===== config.mk =====
export PLATFORM = sky130hd
export DESIGN_NAME = mem_port_arbiter
export DESIGN_NICKNAME = d
export VERILOG_FILES = /design/src/rtl/mem_port_arbiter.sv
export SDC_FILE = /design/constraint.sdc
export NUM_CORES = 1
export LEC_CHECK = 0
export BUFFER_PORTS_ARGS = -buffer_cell sky130_fd_sc_hd__clkbuf_2
export CORE_MARGIN = 8
export CORE_UTILIZATION = 51
export DETAILED_ROUTE_END_ITERATION = 10
export GPL_TIMING_DRIVEN = 0
export PLACE_DENSITY = 0.86
export RECOVER_POWER = 100
export SETUP_SLACK_MARGIN = 0.05
export SKIP_CTS_REPAIR_TIMING = 1
export SLEW_MARGIN = 20
export SYNTH_ARGS = -nofsm -noshare
export SYNTH_HDL_FRONTEND = slang
export SYNTH_SLANG_ARGS = --single-unit

===== constraint.sdc =====
create_clock -name clk -period 4.4 [get_ports clk]
set_clock_uncertainty 0.05 [all_clocks]
set_input_delay 0.44 -clock clk [delete_from_list [all_inputs] [get_ports clk]]
set_output_delay 0.44 -clock clk [all_outputs]
set_load 0.02 [all_outputs]

===== src/rtl/mem_port_arbiter.sv =====
// mem_port_arbiter
// Shares one single-port memory between the instruction-fetch requester (I)
// and the data load/store requester (D). A granted request is latched, issued
// to memory for exactly one cycle, and the arbiter then waits for mem_valid.
// Completion is a one-cycle done pulse on the owning port. Hung accesses
// complete with err after TIMEOUT wait cycles.
//
// Ports
//   clk, rst                 clock, asynchronous active-low reset
//   if_req/if_addr           fetch request (level) and address
//   if_rdata/if_done         fetched word, fetch completion pulse
//   d_req/d_wr/d_addr/d_wdata data request (level), store flag, address, data
//   d_rdata/d_done           load data, data completion pulse
//   mem_en/mem_wr            memory strobe (one cycle per access), write enable
//   mem_addr/mem_wdata       latched address / write data
//   mem_rdata/mem_valid      memory read data, read-valid / write-ack
//   err                      pulses with done when the access timed out
//   stall                    a request is pending and not completing this cycle
//
// state  | meaning
// IDLE   | arbitrate between if_req and d_req, latch the winner
// ISSUE  | mem_en for one cycle, clear wait counter
// WAIT   | wait for mem_valid or timeout
// DONE   | done (and err) pulse to owner, record last grant
module mem_port_arbiter #(
    parameter int ADDR_W  = 16,
    parameter int DATA_W  = 16,
    parameter int TIMEOUT = 15
) (
    input  logic              clk,
    input  logic              rst,
    input  logic              if_req,
    input  logic [ADDR_W-1:0] if_addr,
    output logic [DATA_W-1:0] if_rdata,
    output logic              if_done,
    input  logic              d_req,
    input  logic              d_wr,
    input  logic [ADDR_W-1:0] d_addr,
    input  logic [DATA_W-1:0] d_wdata,
    output logic [DATA_W-1:0] d_rdata,
    output logic              d_done,
    output logic              mem_en,
    output logic              mem_wr,
    output logic [ADDR_W-1:0] mem_addr,
    output logic [DATA_W-1:0] mem_wdata,
    input  logic [DATA_W-1:0] mem_rdata,
    input  logic              mem_valid,
    output logic              err,
    output logic              stall
);

    typedef enum logic [1:0] {
        S_IDLE  = 2'd0,
        S_ISSUE = 2'd1,
        S_WAIT  = 2'd2,
        S_DONE  = 2'd3
    } state_t;

    localparam logic OWN_I = 1'b0;
    localparam logic OWN_D = 1'b1;

    localparam int CNT_W = (TIMEOUT < 2) ? 1 : $clog2(TIMEOUT + 1);
    // The counter holds the number of WAIT cycles already spent without
    // mem_valid; once it would reach TIMEOUT the access is abandoned.
    localparam logic [CNT_W-1:0] CNT_LAST = CNT_W'(TIMEOUT - 1);

    state_t            state_q, state_d;
    logic              owner_q;
    logic              last_grant_q;
    logic [CNT_W-1:0]  cnt_q;
    logic [ADDR_W-1:0] lat_addr_q;
    logic              lat_wr_q;
    logic [DATA_W-1:0] lat_wdata_q;
    logic [DATA_W-1:0] if_rdata_q;
    logic [DATA_W-1:0] d_rdata_q;
    logic              timed_out_q;

    logic grant;
    logic grant_own;
    logic wait_hit;
    logic wait_expire;

    always_ff @(posedge clk or negedge rst) begin
        if (!rst) begin
            state_q <= S_IDLE;
        end else begin
            state_q <= state_d;
        end
    end

    always_comb begin
        state_d     = state_q;
        grant       = 1'b0;
        grant_own   = owner_q;
        wait_hit    = 1'b0;
        wait_expire = 1'b0;
        case (state_q)
            S_IDLE: begin
                if (if_req || d_req) begin
                    grant = 1'b1;
                    // On a tie the port that did not win last time goes next.
                    if (if_req && d_req) begin
                        grant_own = ~last_grant_q;
                    end else begin
                        grant_own = d_req ? OWN_D : OWN_I;
                    end
                    state_d = S_ISSUE;
                end
            end
            S_ISSUE: begin
                state_d = S_WAIT;
            end
            S_WAIT: begin
                if (mem_valid) begin
                    wait_hit = 1'b1;
                    state_d  = S_DONE;
                end else if (cnt_q == CNT_LAST) begin
                    wait_expire = 1'b1;
                    state_d     = S_DONE;
                end
            end
            S_DONE: begin
                state_d = S_IDLE;
            end
            default: begin
                state_d = S_IDLE;
            end
        endcase
    end

    always_ff @(posedge clk or negedge rst) begin
        if (!rst) begin
            owner_q      <= OWN_I;
            last_grant_q <= OWN_D;
            cnt_q        <= '0;
            lat_addr_q   <= '0;
            lat_wr_q     <= 1'b0;
            lat_wdata_q  <= '0;
            if_rdata_q   <= '0;
            d_rdata_q    <= '0;
            timed_out_q  <= 1'b0;
        end else begin
            if (grant) begin
                owner_q     <= grant_own;
                lat_addr_q  <= (grant_own == OWN_D) ? d_addr : if_addr;
                lat_wr_q    <= (grant_own == OWN_D) & d_wr;
                lat_wdata_q <= (grant_own == OWN_D) ? d_wdata : '0;
                timed_out_q <= 1'b0;
            end
            if (state_q == S_ISSUE) begin
                cnt_q <= '0;
            end
            if (wait_hit) begin
                if (!lat_wr_q) begin
                    if (owner_q == OWN_D) begin
                        d_rdata_q <= mem_rdata;
                    end else begin
                        if_rdata_q <= mem_rdata;
                    end
                end
            end else if (wait_expire) begin
                timed_out_q <= 1'b1;
                if (!lat_wr_q) begin
                    if (owner_q == OWN_D) begin
                        d_rdata_q <= '1;
                    end else begin
                        if_rdata_q <= '1;
                    end
                end
            end else if (state_q == S_WAIT) begin
                cnt_q <= cnt_q + CNT_W'(1);
            end
            if (state_q == S_DONE) begin
                last_grant_q <= owner_q;
            end
        end
    end

    assign mem_en    = (state_q == S_ISSUE);
    assign mem_wr    = mem_en & lat_wr_q;
    assign mem_addr  = lat_addr_q;
    assign mem_wdata = lat_wdata_q;

    assign if_rdata = if_rdata_q;
    assign d_rdata  = d_rdata_q;
    assign if_done  = (state_q == S_DONE) & (owner_q == OWN_I);
    assign d_done   = (state_q == S_DONE) & (owner_q == OWN_D);
    assign err      = (state_q == S_DONE) & timed_out_q;

    assign stall = (if_req & ~if_done) | (d_req & ~d_done);

endmodule


Yosys cells after proc, flatten, opt, wreduce, memory -nomap -nowiden --
Index checks and enable logic that the tools add are counted.
Operators by class: add/sub/neg operators 1, equal/unequal tests 12, multiplexer cells 36, bitwise logic cells 12, reduce and logical (&&, ||, !) cells 7
Operators by type and width (count):
- $mux W16 | 14
- $mux W4 | 4
- $mux W1 | 14
- $ne A2 B2 Y1 const B | 7
- $reduce_and A5 Y1 | 2
- $pmux W2 S4 | 1
- $and A1 B1 Y1 | 7
- $mux W2 | 3
- $add A4 B1 Y4 const B | 1
- $eq A2 B2 Y1 const B | 2
- $eq A4 B4 Y1 const B | 1
- $not A1 Y1 | 4
- $ne A3 B3 Y1 const B | 1
- $eq A2 B1 Y1 const B | 1
- $logic_not A2 Y1 | 1
- $reduce_and A2 Y1 | 1
- $reduce_bool A2 Y1 | 1
- $logic_and A1 B1 Y1 | 1
- $logic_or A1 B1 Y1 | 1
- $or A1 B1 Y1 | 1
Word-level totals: register bits 74, input bits 70, output and inout bits 70, logic and storage cells 78

Longest topological paths before layout --
Gate-level depths: netlist (run 1).
depth in word-level cells 6, gate-level depth with buffers 7

Worst setup path before layout (run 1) --
Ideal clock, no wire load.
path kind input port to output port, start input if_req, end output stall, arrival time 1.453 ns, data required time 3.910 ns, path slack 2.457 ns, stages on the path 5, cells stage by stage buf_2 buf_2 buf_2 mux2i_1 a21oi_1
On the way: longest elaborated chain between the ends 2
Ends and longest elaborated chain:
- start: declaration | RTL line 32 | input logic if_req,
- $and A1 B1 Y1 | RTL line 190 | assign stall = (if_req & ~if_done) | (d_req & ~d_done);
- $or A1 B1 Y1 | RTL line 190
- end: declaration | RTL line 49 | output logic stall
No other way between the ends.

Final worst setup path (run 1) --
start register state_q[0], end register lat_wdata_q[8], in the netlist mem_wdata[8]
On the way: longest elaborated chain between the ends 3
Ends and longest elaborated chain:
- start: declaration | RTL line 67 | state_t state_q, state_d;
- start signal: assignment | RTL line 87 | state_q <= state_d;
- $logic_not A2 Y1 * | RTL line 97 | case (state_q)
- $mux W1 | RTL line 97
- $mux W16 | RTL line 147 | lat_wdata_q <= (grant_own == OWN_D) ? d_wdata : '0;
- end signal: assignment | RTL line 147
- end: declaration | RTL line 73 | logic [DATA_W-1:0] lat_wdata_q;
Mark *: on every way between the ends. The rest lies on a longest branch, timed or not. A chain may end at the register's enable or synchronous reset.

==> impl_metrics.py, run 1 <==
metrics = {
    "outcome": {
        "outcome": "complete, but fails checks",
        "violations": "max-capacitance violations, max-slew violations",
    },
    "setup_path": {
        "r2r-start": "state_q[0]",
        "critPathMaxFanout": 10,
        "r2r_setup_slack_ps": 2020,
        "cp-startpoint": "state_q[0]",
        "cp-start-kind": "register",
        "worst-r2r-cell-count": 6,
        "cp_data_arrival_time_ps": 2600,
        "critPathKind": "reg -> reg",
        "r2r-end": "mem_wdata[8]",
        "crit_path_end_kind": "register",
        "cp-endpoint": "mem_wdata[8]",
        "worst_ep_required_time_ps": 4630,
    },
    "synthesis": {
        "netlist_instances": 262,
        "syn_nets": 339,
        "synth-seq-cells": 74,
        "synth-edff-count": 0,
        "ys_seq_area_share_pct": 57.23,
        "synth_flop_cell": "dfrtp_1",
        "synth_area_per_cell_um2": 12.36,
        "ys_warn_count": 0,
        "synth_area_um2": 3238,
        "ys_types": 38,
        "async_flop_share_pct": 100.0,
    },
    "die": {
        "start_util_pct": 51.88,
        "row_count": 29,
        "die_h_um": 95.68,
        "io_pins": 140,
        "core_um2": 6241,
        "die_area_um2": 9155,
        "die_width_um": 95.68,
    },
    "finish": {
        "final_common_cell": "clkbuf_1",
        "layout-drive-gt1-share_pct": 26.92,
        "antenna_cells": 0,
        "n_fill_cell": 531,
        "multi_input_area_um2": 1211,
        "regArea_um2": 1853,
        "finalNonFillerCells": 493,
        "area_growth_pct": 27.70,
        "layout_common_cells": "clkbuf_1, dfrtp_1, clkbuf_2",
        "layout.nets": 489,
    },
    "routing": {
        "vias": 2778,
        "drt_pass1_iterations": 4,
        "drt_iter0_markers": 130,
        "drt_wl_total_um": 8610,
        "avgViaCountPerCell": 5.635,
        "ant_nets": 0,
        "drt-wirelength-per-cell_um": 17.46,
        "drc": 0,
    },
    "timing": {
        "holdWs_ps": 267.3,
        "hold_violations": 0,
        "drv_slew": 38,
        "fin_setup_tns_ps": 0,
        "fin_crit_sh_pct": 53.99,
        "max-slew-margin-rel_pct": -36.57,
        "rsz0062_at_grt": "no",
        "fmax_mhz": 421.0,
        "setup-violations-final": 0,
        "finalCriticalPeriod_ps": 2375,
        "tightest_slew_ps": 2049,
    },
    "clocking": {
        "numCtsBuffers": 9,
        "tritoncts": "yes",
        "path_clk_slew_ps": 70,
        "cts_buffer_depth": 2,
        "clkLatencyLatePin_ps": 330,
        "htreeDepth": 3,
        "cts_sinks": 74,
        "cts_root_buf": "clkbuf_8",
    },
    "placed_design": {
        "hpwl_um": 6709,
        "place_inst": 478,
        "finalWeightedCongestion": 0.8390,
        "io_buffers": 138,
    },
    "job": {
        "maxCapViolCount": 1,
    },
    "global_route": {
        "grt_usage_pct": 18.92,
        "antenna_found_initial": 0,
        "busiest_layer": "met2",
        "grt_max_degree": 39,
        "grtUsageMet2_pct": 29.31,
        "grt_util_met3_pct": 6.378,
        "overflow": 0,
        "gr-usage-met1_pct": 24.29,
        "grt_pass1_wl_um": 13620,
        "grt_pass1_vias": 2907,
    },
    "hold_path": {
        "hold_path_class": "in -> reg",
    },
    "power": {
        "swShare_pct": 42.16,
        "finalPower_w": 0.003189,
        "power_density_nw_per_um2": 771.3,
        "comb_power_share_pct": 45.8,
        "p_seq_share_pct": 36.9,
        "internal_power_w": 0.001845,
        "max-vdd-ir-drop_mv": 0.4082,
        "power_leakage_nw": 1.876,
        "p_clk_share_pct": 17.3,
        "switchingPower_w": 0.001344,
    },
}
cells by family (layout without fill, tap and decap cells):
group | count (synthesis) | count (layout) | share of synthesized area (%)
xor gates and xnor gates | 1 | 1 | 0.2705
DFF | 74 | 74 | 57.23
AOI/OAI and AO/OA | 108 | 108 | 26.47
adders and majority gates | 7 | 7 | 2.705
and+or+nand+nor | 42 | 42 | 6.955
muxes | 5 | 5 | 1.623
buffers and inverters | 25 | 179 | 4.753
layer usage:
layer,wire [µm],up-vias
met5,0,-
met4,110,0
met3,859,16
met2,4014,115
met1,3626,1358
li1,-,1289
synth_stat cells (2+ instances only):
master,n,area [µm²]
a211oi_1,16,120.1
a21oi_1,19,95.09
a22o_1,17,148.9
and2_1,4,25.02
buf_2,12,60.06
buf_4,5,37.54
buf_6,2,22.52
clkbuf_1,2,7.510
dfrtp_1,73,1827
ha_1,7,87.58
inv_1,3,11.26
mux2_2,2,22.52
mux2i_1,3,30.03
nand2_1,20,75.07
nand2b_1,4,25.02
nand3_1,3,15.01
nor2b_1,3,18.77
nor3b_1,2,15.01
o22a_1,26,227.7
o22a_2,6,60.06
o31ai_1,16,120.1
area by class of cell:
type | instances | area share, %
sequential | 74 | 44.81
buffer | 22 | 3.238
inverter | 3 | 0.2723
multi-input combinational | 163 | 29.29
tap | 77 | 2.330
clock buffer | 9 | 2.995
clock inverter | 6 | 1.997
timing repair buffer | 139 | 15.07
worst min path at each step:
stage	start	end	slack, ps	depth (start not counted)
floorplan	rst	cnt_q[0]	90	0
global placement	timed_out_q	timed_out_q	410	2
detailed placement	timed_out_q	timed_out_q	410	2
CTS	rst	if_rdata[11]	50	1
global route	d_wdata[0]	mem_wdata[0]	250	2
finish	d_wdata[12]	mem_wdata[12]	270	2
through the flow:
step	utilization [%]	area (µm²)	setup WS (ps)
after floorplan	-	3238	2457
after global placement	64.49	4025	2269
after detailed placement	64.86	4048	2331
after CTS	68.16	4254	2331
after global routing	66.26	4135	1835
final	66.26	4135	2025
flip-flops by register name (all words and copies together) (netlist names):
register	count
d_rdata	16
if_rdata	16
mem_addr	16
mem_wdata	16
cnt_q	4
state_q	2
last_grant_q	1
lat_wr_q	1
owner_q	1
timed_out_q	1
power groups by stage:
| stage | registers, W | clock network, W | logic, W |
|---|---|---|---|
| 3_3_place_gp | 0.00118 | 0 | 0.00152 |
| 3_5_place_dp | 0.00119 | 0 | 0.00157 |
| 2_1_floorplan | 0.00152 | 0 | 0.000690 |
| 4_1_cts | 0.00118 | 0.000565 | 0.00157 |
| 6_report | 0.00118 | 0.000553 | 0.00146 |
| 5_1_grt | 0.00122 | 0.000594 | 0.00159 |
worst max-delay path, cell delays in order, from the launching register on:
cell and delay [ps]:
dfrtp_1 420, inv_1 120, ha_1 260, o21ai_0 270, a21oi_1 620, clkbuf_1 390, a22o_1 190
No activity file was read; power rests on OpenSTA's default activity.
==> run 2, diff against run 1 <==
- ABC_AREA: unset -> 1
- CORE_UTILIZATION: 51 -> 49
- PLACE_DENSITY: 0.86 -> 0.82
- clock period: 4.4 -> 2.43 ns (I/O delays scaled with it)
==> run 2 against run 1 <==
The run now ends clean. Sequential power is 89% higher. Highest routed layer unchanged. Wire length increased by 11%. First-iteration DRC count is 6.2% lower.
==> impl_metrics.py, run 2 <==
metrics = {
    "outcome": {
        "outcome": "complete, no violations",
    },
    "synthesis": {
        "synth-seq-cells": 74,
        "synth_area_um2": 3507,
        "synth_area_per_cell_um2": 8.044,
        "synth-compound-area-share_pct": 4.352,
        "synth-edff-count": 0,
        "async_flop_share_pct": 100.0,
        "synth-simple-area-share_pct": 32.07,
        "syn_nets": 513,
        "ys_types": 23,
        "synth_top_family_by_area": "simple AND/OR/NAND/NOR gates",
        "synthMuxAreaShare_pct": 0,
        "synth_flop_cell": "dfrtp_1",
        "ys_warn_count": 0,
        "synth_area_leaders": "dfrtp_1, nand2_1, nand3_1",
        "synth.most_common_cell": "nand2_1",
        "yosysTopAreaCell": "dfrtp_1",
        "synthTopCellsByCount": "nand2_1, dfrtp_1, nand3_1",
        "yosys.area_share.adder_pct": 2.497,
        "ys_seq_area_share_pct": 52.84,
        "yosysTopAreaCellShare_pct": 52.09,
        "synth-xor-area-share_pct": 0,
        "netlist_instances": 436,
    },
    "routing": {
        "drc": 0,
        "drt_wl_total_um": 9574,
        "avgViaCountPerCell": 4.789,
        "drt_iter0_markers": 122,
        "drt-wirelength-per-cell_um": 13.84,
        "vias": 3314,
        "ant_nets": 0,
        "drt_pass1_iterations": 4,
    },
    "global_route": {
        "grt_pass1_vias": 3617,
        "grtUsageMet2_pct": 32.55,
        "grt_util_met3_pct": 7.597,
        "gr-usage-met1_pct": 22.70,
        "grt_pass1_wl_um": 16100,
        "overflow": 0,
        "antenna_found_initial": 0,
        "grt_usage_pct": 19.74,
        "grt_max_degree": 47,
        "busiest_layer": "met2",
    },
    "setup_path": {
        "worst-r2r-cell-count": 8,
        "worstSetupPathDepth": 8,
        "cp_data_arrival_time_ps": 2210,
        "worst_ep_required_time_ps": 2610,
        "crit_path_end_kind": "register",
        "cp_cell_sequence": "inv_1 > ha_1 > nand3_1 > a21oi_4 > nand2_1 > clkbuf_1 > nand2_1 > nand2_1",
        "cp_slowest_cell": "dfrtp_1",
        "cp-start-kind": "register",
        "path_delay_family": "simple AND/OR/NAND/NOR gates",
        "slowest_delay_ps": 420,
        "path_buf_inv": 2,
        "critPathMaxFanout": 10,
        "critPathKind": "reg -> reg",
        "crit_path_frequent_cell": "nand2_1",
    },
    "timing": {
        "rsz0062_at_grt": "no",
        "fmax_mhz": 492.0,
        "setup-violations-final": 0,
        "fin_setup_tns_ps": 0,
        "finalCriticalPeriod_ps": 2032,
        "fin_crit_sh_pct": 83.64,
        "hold_violations": 0,
        "drv_slew": 0,
        "max-slew-margin-rel_pct": 66.28,
        "tightest_slew_ps": 505.7,
    },
    "finish": {
        "antenna_cells": 0,
        "final_common_cell": "nand2_1",
        "n_fill_cell": 672,
        "finalNonFillerCells": 692,
        "layout.nets": 665,
        "regArea_um2": 1853,
        "final_core_utilization_pct": 62.68,
        "layout_common_cells": "nand2_1, clkbuf_1, dfrtp_1",
        "area_growth_pct": 26.86,
        "multi_input_area_um2": 1350,
        "layout-drive-gt1-share_pct": 19.39,
    },
    "power": {
        "max-vdd-ir-drop_mv": 0.7099,
        "finalPower_w": 0.006080,
        "power_leakage_nw": 2.469,
        "power_density_nw_per_um2": 1367,
    },
    "die": {
        "die_width_um": 100.6,
        "die_h_um": 100.6,
        "core_um2": 7098,
        "io_pins": 140,
        "start_util_pct": 49.41,
        "die_area_um2": 10120,
        "row_count": 31,
    },
    "clocking": {
        "clkLatencyLatePin_ps": 340,
        "htreeDepth": 3,
        "path_clk_slew_ps": 80,
        "numCtsBuffers": 9,
        "cts_root_buf": "clkbuf_8",
        "tritoncts": "yes",
        "cts_buffer_depth": 2,
        "cts_sinks": 74,
    },
    "job": {
        "maxCapViolCount": 0,
    },
    "hold_path": {
        "hold_path_class": "in -> reg",
        "min_path_cells": 3,
    },
    "placed_design": {
        "hpwl_um": 7439,
        "place_inst": 675,
        "io_buffers": 139,
        "finalWeightedCongestion": 0.8481,
    },
}
run 2: cells by family after synthesis:
kind of cell / count (synthesis)
and+or+nand+nor: 263
DFF: 74
buffers and inverters: 65
AOI/OAI and AO/OA: 27
adders and majority gates: 7
run 2: cell type report:
type / count / area share (%)
flip-flops and latches: 74 / 41.65
multi-input cells: 297 / 30.34
repair buffers: 141 / 14.57
inverters: 47 / 3.965
clock buffers: 11 / 3.403
well taps: 99 / 2.784
plain buffers: 18 / 2.109
clock inverters: 5 / 1.181
run 2: layer usage:
| metal | routed length (µm) | share of wire (%) | vias up |
|---|---|---|---|
| met5 | 0 | 0 | - |
| met4 | 124 | 1.3 | 0 |
| met3 | 839 | 8.8 | 13 |
| met2 | 4479 | 47 | 135 |
| met1 | 4130 | 43 | 1521 |
| li1 | - | - | 1645 |
run 2: final timing paths:
kind	slack, ps	endpoint	startpoint
max	400	d_rdata[9]	cnt_q[0]
min	80	mem_wdata[14]	d_wdata[14]
max reg2reg	400	d_rdata[9]	cnt_q[0]
min reg2reg	420	d_rdata[11]	d_rdata[11]
max in group asynchronous	1350	last_grant_q	rst
min in group asynchronous	360	d_rdata[9]	rst
run 2: worst reg2reg max path, stage by stage (launching register included):
cell,delay (ps)
dfrtp_1,420
inv_1,100
ha_1,150
nand3_1,190
a21oi_4,310
nand2_1,230
clkbuf_1,290
nand2_1,120
nand2_1,60
run 2: per-stage QoR:
| stage | setup WS [ps] | hold WS [ps] | cell area (µm²) |
|---|---|---|---|
| floorplan | 906.3 | -102.6 | 3507 |
| global placement | 422.4 | 404.3 | 4327 |
| detailed placement | 683.1 | 181.6 | 4357 |
| CTS | 649.7 | -193.8 | 4561 |
| global route | 245.9 | 71.30 | 4449 |
| finish | 397.6 | 78.07 | 4449 |
run 2: power breakdown:
part | total, W | internal [W] | switching (W)
Sequential | 0.00223 | 0.00185 | 0.000376
Combinational | 0.00288 | 0.000822 | 0.00206
Clock | 0.000975 | 0.000525 | 0.000450
==> run 3, diff against run 2 <==
- ABC_AREA: 1 -> 0
- CORE_UTILIZATION: 49 -> 43
- PLACE_DENSITY: 0.82 -> 0.77
- clock period: 2.43 -> 1.7 ns (I/O delays scaled with it)
==> run 3 against run 2 <==
Combinational power up 55%. Worst hold slack worse by 75 ps. Die area up 4.4%. Wire length up 4.8%. Critical path type unchanged. Largest cell class unchanged. Largest power group unchanged. Highest routed layer unchanged.
==> impl_metrics.py, run 3 (synthesized netlist as in run 1, its figures left out) <==
metrics = {
    "outcome": {
        "outcome": "complete, no violations",
    },
    "finish": {
        "layout_common_cells": "clkbuf_2, dfrtp_1, clkbuf_1",
        "layout.nets": 521,
        "fin_area_um2": 4720,
        "finalNonFillerCells": 546,
        "layout-drive-gt1-share_pct": 37.81,
        "antenna_cells": 0,
        "n_fill_cell": 599,
        "area_growth_pct": 45.75,
    },
    "die": {
        "start_util_pct": 44.41,
        "die_width_um": 102.8,
        "core_um2": 7292,
        "die_h_um": 102.8,
        "io_pins": 140,
        "row_count": 31,
        "die_area_um2": 10560,
    },
    "power": {
        "max-vdd-ir-drop_mv": 0.8023,
        "finalPower_w": 0.009101,
        "power_leakage_nw": 2.105,
        "power_density_nw_per_um2": 1928,
    },
    "setup_path": {
        "crit_path_end_kind": "register",
        "cp_data_arrival_time_ps": 1900,
        "r2r_setup_slack_ps": 20,
        "critPathKind": "reg -> reg",
        "cp_cell_sequence": "inv_2 > ha_4 > a31oi_4 > nor4bb_1 > buf_4 > clkbuf_16 > o22a_1",
        "cp_slowest_cell": "dfrtp_1",
        "worst_ep_required_time_ps": 1920,
        "path_delay_family": "buffers and inverters",
        "critPathMaxFanout": 6,
        "slowest_delay_ps": 400,
        "path_buf_inv": 3,
        "cp-start-kind": "register",
    },
    "routing": {
        "vias": 2940,
        "drt_wl_total_um": 10040,
        "drc": 0,
        "drt_iter0_markers": 102,
        "ant_nets": 0,
        "drt-wirelength-per-cell_um": 18.38,
        "drt_pass1_iterations": 4,
        "avgViaCountPerCell": 5.385,
    },
    "timing": {
        "fmax_mhz": 595.2,
        "finalCriticalPeriod_ps": 1680,
        "drv_slew": 0,
        "rsz0062_at_grt": "yes",
        "hold_violations": 0,
        "fin_crit_sh_pct": 98.84,
        "fin_setup_tns_ps": 0,
        "max-slew-margin-rel_pct": 37.74,
        "setup-violations-final": 0,
        "tightest_slew_ps": 933.9,
    },
    "clocking": {
        "tritoncts": "yes",
        "cts_sinks": 74,
        "clkLatencyLatePin_ps": 340,
        "htreeDepth": 3,
        "path_clk_slew_ps": 70,
        "cts_buffer_depth": 2,
        "numCtsBuffers": 9,
        "cts_root_buf": "clkbuf_8",
    },
    "global_route": {
        "overflow": 0,
        "antenna_found_initial": 0,
        "grt_usage_pct": 16.92,
        "grt_max_degree": 39,
        "grt_pass1_wl_um": 13740,
        "grt_pass1_vias": 2822,
    },
    "placed_design": {
        "place_inst": 500,
        "dpl-instance-area_um2": 4075,
        "io_buffers": 138,
        "hpwl_um": 6824,
        "finalWeightedCongestion": 0.7737,
    },
    "hold_path": {
        "hold_path_class": "in -> reg",
    },
    "job": {
        "maxCapViolCount": 0,
    },
}
run 3: cell types whose count changed in the layout (fill, tap and decap cells not counted), sizes merged, moves of 5 or more:
cell	before	now
buf	9	40
nand2	182	20
a211oi	0	16
clkbuf	160	151
inv	47	3
nor2	9	1
o31ai	1	16
nand3	56	3
a22o	0	17
or2	16	1
o21ai	7	2
o22a	0	32
dlygate4sd3	1	14
run 3: report_power, final:
part | switching, W | internal, W | total (W) | leakage, nW
registers | 0.000504 | 0.00259 | 0.00309 | 0.887
clock network | 0.000606 | 0.000931 | 0.00154 | 0.115
logic | 0.00264 | 0.00183 | 0.00447 | 1.10
total | 0.00375 | 0.00535 | 0.00910 | 2.11
run 3: stage by stage:
| stage | utilization (%) | hold slack [ps] | setup slack [ps] |
|---|---|---|---|
| 2_1_floorplan | - | -175.6 | 106.4 |
| 3_5_place_dp | 55.89 | 157.5 | -171.7 |
| 6_report | 64.72 | 3.045 | 19.76 |
| 3_3_place_gp | 55.58 | 338.1 | -196.4 |
| 5_1_grt | 64.72 | 0.2596 | -81.49 |
| 4_1_cts | 58.97 | -210.6 | -200.0 |
run 3: per-layer routing:
| metal | routed length [µm] | up-vias | GRT usage, % |
|---|---|---|---|
| met5 | 0 | - | 0 |
| met4 | 208 | 0 | 7.341 |
| met3 | 960 | 16 | 4.659 |
| met2 | 4950 | 125 | 27.72 |
| met1 | 3915 | 1441 | 20.42 |
| li1 | - | 1358 | - |
run 3: final timing paths:
check / start / to / cells after the start
min in group asynchronous: rst / mem_addr[1] / 2
min: d_wdata[1] / mem_wdata[1] / 2
min reg2reg: mem_addr[8] / mem_addr[8] / 2
max in group asynchronous: rst / d_rdata[11] / 3
max reg2reg: cnt_q[0] / d_rdata[14] / 7
max: cnt_q[0] / d_rdata[14] / 7
run 3: area by class of cell:
cell class / count / area, µm² / area share (%)
Sequential cell: 74 / 1854 / 39.29
Multi-Input combinational cell: 163 / 1379 / 29.22
Timing Repair Buffer: 171 / 949.7 / 20.12
Buffer: 22 / 173.9 / 3.685
Clock buffer: 12 / 165.2 / 3.499
Tap cell: 99 / 123.9 / 2.625
Clock inverter: 2 / 60.06 / 1.273
Inverter: 3 / 13.76 / 0.2916
